$ cat src/rtl/gcd_unit.sv
// Subtractive GCD engine: operand/result valid-ready handshakes, zero-operand
// handling and a saturating iteration counter.
module gcd_unit #(
  parameter int unsigned WIDTH = 16,
  parameter int unsigned CNT_W = 16
) (
  input  logic             clk,
  input  logic             rst,
  input  logic             in_valid,
  output logic             in_ready,
  input  logic [WIDTH-1:0] a_in,
  input  logic [WIDTH-1:0] b_in,
  output logic             out_valid,
  input  logic             out_ready,
  output logic [WIDTH-1:0] gcd_out,
  output logic [CNT_W-1:0] iter_out,
  output logic             zero_flag,
  output logic             busy
);

  typedef enum logic [1:0] {
    StIdle,
    StCalc,
    StDone
  } state_e;

  state_e             state_q, state_d;
  logic [WIDTH-1:0]   a_q, a_d;
  logic [WIDTH-1:0]   b_q, b_d;
  logic [WIDTH-1:0]   gcd_q, gcd_d;
  logic [CNT_W-1:0]   iter_q, iter_d;
  logic               zero_q, zero_d;

  logic               a_zero, b_zero, a_eq_b, a_gt_b;
  logic [WIDTH-1:0]   diff_ab, diff_ba;
  logic [CNT_W-1:0]   iter_inc;

  assign a_zero  = (a_q == '0);
  assign b_zero  = (b_q == '0);
  assign a_eq_b  = (a_q == b_q);
  assign a_gt_b  = (a_q > b_q);
  // Only the difference with the larger operand as minuend is ever used.
  assign diff_ab = a_q - b_q;
  assign diff_ba = b_q - a_q;
  // Counter holds at all-ones instead of wrapping.
  assign iter_inc = (iter_q == '1) ? iter_q : iter_q + CNT_W'(1);

  always_comb begin
    state_d = state_q;
    a_d     = a_q;
    b_d     = b_q;
    gcd_d   = gcd_q;
    iter_d  = iter_q;
    zero_d  = zero_q;

    unique case (state_q)
      StIdle: begin
        if (in_valid) begin
          a_d     = a_in;
          b_d     = b_in;
          iter_d  = '0;
          state_d = StCalc;
        end
      end

      StCalc: begin
        if (a_zero || b_zero) begin
          gcd_d   = a_q | b_q;
          zero_d  = a_zero && b_zero;
          state_d = StDone;
        end else if (a_eq_b) begin
          gcd_d   = a_q;
          zero_d  = 1'b0;
          state_d = StDone;
        end else if (a_gt_b) begin
          a_d    = diff_ab;
          iter_d = iter_inc;
        end else begin
          b_d    = diff_ba;
          iter_d = iter_inc;
        end
      end

      StDone: begin
        if (out_ready) begin
          state_d = StIdle;
        end
      end

      default: state_d = StIdle;
    endcase
  end

  always_ff @(posedge clk or posedge rst) begin
    if (rst) begin
      state_q <= StIdle;
      a_q     <= '0;
      b_q     <= '0;
      gcd_q   <= '0;
      iter_q  <= '0;
      zero_q  <= 1'b0;
    end else begin
      state_q <= state_d;
      a_q     <= a_d;
      b_q     <= b_d;
      gcd_q   <= gcd_d;
      iter_q  <= iter_d;
      zero_q  <= zero_d;
    end
  end

  // in_ready is gated by rst so nothing looks acceptable while reset is held.
  assign in_ready  = (state_q == StIdle) && !rst;
  assign out_valid = (state_q == StDone);
  assign busy      = (state_q != StIdle);
  assign gcd_out   = gcd_q;
  assign iter_out  = iter_q;
  assign zero_flag = zero_q;

endmodule

$ cat config.mk
export PLATFORM = sky130hd
export DESIGN_NAME = gcd_unit
export DESIGN_NICKNAME = d
export VERILOG_FILES = /design/src/rtl/gcd_unit.sv
export SDC_FILE = /design/constraint.sdc
export NUM_CORES = 1
export LEC_CHECK = 0
export CAP_MARGIN = 20
export CORE_MARGIN = 5
export CORE_UTILIZATION = 60
export DETAILED_ROUTE_END_ITERATION = 10
export PLACE_DENSITY = 0.93
export SLEW_MARGIN = 20
export SYNTH_ARGS = -nofsm -noshare
export SYNTH_HDL_FRONTEND = slang
export SYNTH_SLANG_ARGS = --single-unit
$ cat constraint.sdc
create_clock -name clk -period 4.03 [get_ports clk]
set_clock_uncertainty 0.15 [all_clocks]
set_input_delay 0.6045 -clock clk [delete_from_list [all_inputs] [get_ports clk]]
set_output_delay 0.6045 -clock clk [all_outputs]
set_load 0.1 [all_outputs]
==> results.cfg <==
[drt]
dr.pass1.iters = 5
routedWlPerCell_um = 18.3
drt_iter0_drc = 328
top_layer = met4
drt-total-wl_um = 14100
drtAntennaViolNets = 0
avgViaCountPerCell = 6.08
drc_errors = 0
vias = 4679
dr_wl_met2_um = 6430
wl_met1_um = 5960
wl_met3_um = 1240

[yosys]
synth_nets = 689
synth-warning-count = 0
syn_inst = 603
synth_edf_count = 0
synth_seq_cells = 67
synth_top_cell_by_area = dfrtp_1
synth_cell_types = 67
syn_area_per_cell_sq_um = 8.60
synth_area_sq_mm = 0.00518
ys.flop_type = dfrtp_1
netlist.area_leader.share_pct = 32.3
yosysSeqAreaShare_pct = 32.3
async_flop_share_pct = 100
synth.area.top_cells = dfrtp_1 (32%), ha_1 (12%), o21ai_0 (5.2%)

[clock_network]
cts_sinks = 67
clk_pin_slew_worst_paths_ps = 70
root_buffer = clkbuf_8
clockBufferDepth = 2
post_cts_buffers = 0
cts_tree = built
numCtsBuffers = 9
post_cts_resized = 0
cts_max_level = 3
clock_latency_ps = 350
hold_buffers = 0

[global_routing]
grt_pass1_wl_um = 22600
grt_usage_pct = 27.4
grt_pass1_vias = 4516
grt_overflow = 0
grt_max_degree = 68
antenna_found_initial = 0

[die]
dieWidth_um = 103
ios = 72
row_count = 34
die_h_um = 103
core_sq_mm = 0.00855
die_area_sq_mm = 0.0106
start_util_pct = 60.6

[critical_path]
max_stage_delay_ps = 650
critical_path.cell_chain = inv_1 > ha_1 > nor4_4 > o31a_1 > nor3_2 > o221a_4 > a21boi_4 > o211ai_1 > o21ai_0
worst_ep_arrival_time_ps = 3460
crit_type = reg2reg
required_ps = 4140
worstReg2RegStart = a_q[6]
regToRegSetupSlack_ps = 680
cp.depth = 9
ff2ff_path_depth = 9
start_kind = flip-flop
endpoint_kind = flip-flop
critPathBufInv = 1
crit_family = compound AO/OA/AOI/OAI gates
reg2reg_to = a_q[5]
critical_path.max_fanout = 25
crit_slowest_cell = a21boi_4

[min_path]
hp-start = gcd_out[1]
whs_path_depth = 2
hold_class = reg2reg
holdPathEnd = gcd_out[1]

[sta]
slew_violations = 0
fin_crit_ps = 3350
final.period_utilization_pct = 83.2
slew_headroom_pct = 34.0
rsz0062_at_grt = false
tns_ps = 0
finalSetupViolations = 0
max_freq_mhz = 298
worstMarginPinSlew_ps = 987
hold_viol_final = 0

[cells_and_area]
antennaDiodeCount = 0
fin_nets = 744
drive_gt1_share_pct = 7.55
n_fill_cell = 661
area_growth_pct = 17.3

[placement]
dp_hpwl_um = 10900
gp_congestion = 1.00
port_buffers = 71

[status]
outcome = finished clean

[flow_run]
maxCapViolCount = 0
==> final cells by class <==
cell class,instances,area (sq um),area share [%]
sequential,67,1680,27.6
clock buffer,10,138,2.26
tap,108,135,2.22
timing repair buffer,76,758,12.5
inverter,54,203,3.33
clock inverter,5,30.0,0.494
multi-input combinational,450,3140,51.6
==> worst min-delay path, delay by kind of cell (launching register included) <==
family / cells / cell delay (ps)
AO/OA/AOI/OAI: 1 / 60
flip-flops: 1 / 350
AND/OR/NAND/NOR: 1 / 40
==> synthesized netlist by cell type (all sizes together) (3+ instances only) <==
cell,instances
dfrtp,67
o31ai,5
nand4,9
xor2,12
a211oi,4
o211ai,9
a2111oi,5
nor4,16
a21o,3
clkbuf,14
buf,18
o21ai,67
nand3,12
inv,54
o21bai,5
a21oi,31
nor2,47
mux2,3
o22ai,6
and3,7
nor2b,3
nand2b,7
nand2,69
ha,48
xnor2,25
nor3,8
mux2i,10
or3,5
==> placed cells by master (no fill, tap or decap), types with 3 or more instances in the layout <==
cell,instances
a2111oi_0,5
clkinv_2,3
a21oi_1,30
nor3_1,6
a21o_1,3
nand4_1,8
xor2_1,12
and3_1,7
nor4_4,3
nand2b_1,7
buf_4,5
clkbuf_8,10
o21ai_0,54
or3_1,5
nor2b_1,3
ha_1,48
o22ai_2,4
nand2_1,69
mux2_4,3
mux2i_1,10
nor2_1,47
o31ai_1,5
xnor2_1,25
o21ai_1,12
inv_2,3
dfrtp_1,67
clkdlybuf4s50_1,70
o211ai_1,9
o21bai_1,5
nor4_1,11
inv_1,51
nand3_1,12
a211oi_1,3
==> logic make-up (layout without fill, tap and decap cells) <==
family                     count (synthesis)  after routing  share of synthesized area (%)
AOI/OAI and AO/OA                        157            157                           20.3
xor gates and xnor gates                  37             37                           6.25
adders and majority gates                 50             50                           12.4
buffers and inverters                     86            145                           7.10
DFF                                       67             67                           32.3
muxes                                     13             13                           2.80
and+or+nand+nor                          193            193                           18.8
==> per-stage QoR <==
stage,cells,cell area (sq um),hold slack (ps),worst slack [ps],util [%]
after floorplan,603,5180,346,974,-
after global placement,755,5910,310,851,69.1
after detailed placement,755,5910,320,756,69.1
after CTS,770,6080,337,731,71.1
after global routing,770,6080,367,496,71.1
final,770,6080,330,678,71.1
==> per-layer routing <==
metal,vias to the layer above,global-route usage [%]
li1,2196,-
met1,2223,37.2
met2,216,43.4
met3,44,6.09
met4,0,9.06
met5,-,0
==> state kept, by name, summed over array words and instances, names as in the netlist <==
signal / count
a_q: 16
b_q: 16
gcd_out: 16
iter_out: 16
state_q: 2
zero_flag: 1
==> worst max path at each step <==
stage / from / to
3_5_place_dp: a_q[6] / a_q[5]
4_1_cts: a_q[6] / a_q[5]
3_3_place_gp: a_q[6] / a_q[5]
5_1_grt: b_q[5] / a_q[5]
2_1_floorplan: state_q[1] / in_ready
6_report: a_q[6] / a_q[5]
Power is left out: the tool's default activity adds up to more than one toggle a clock period on the data nets, which glitch-free logic cannot reach.
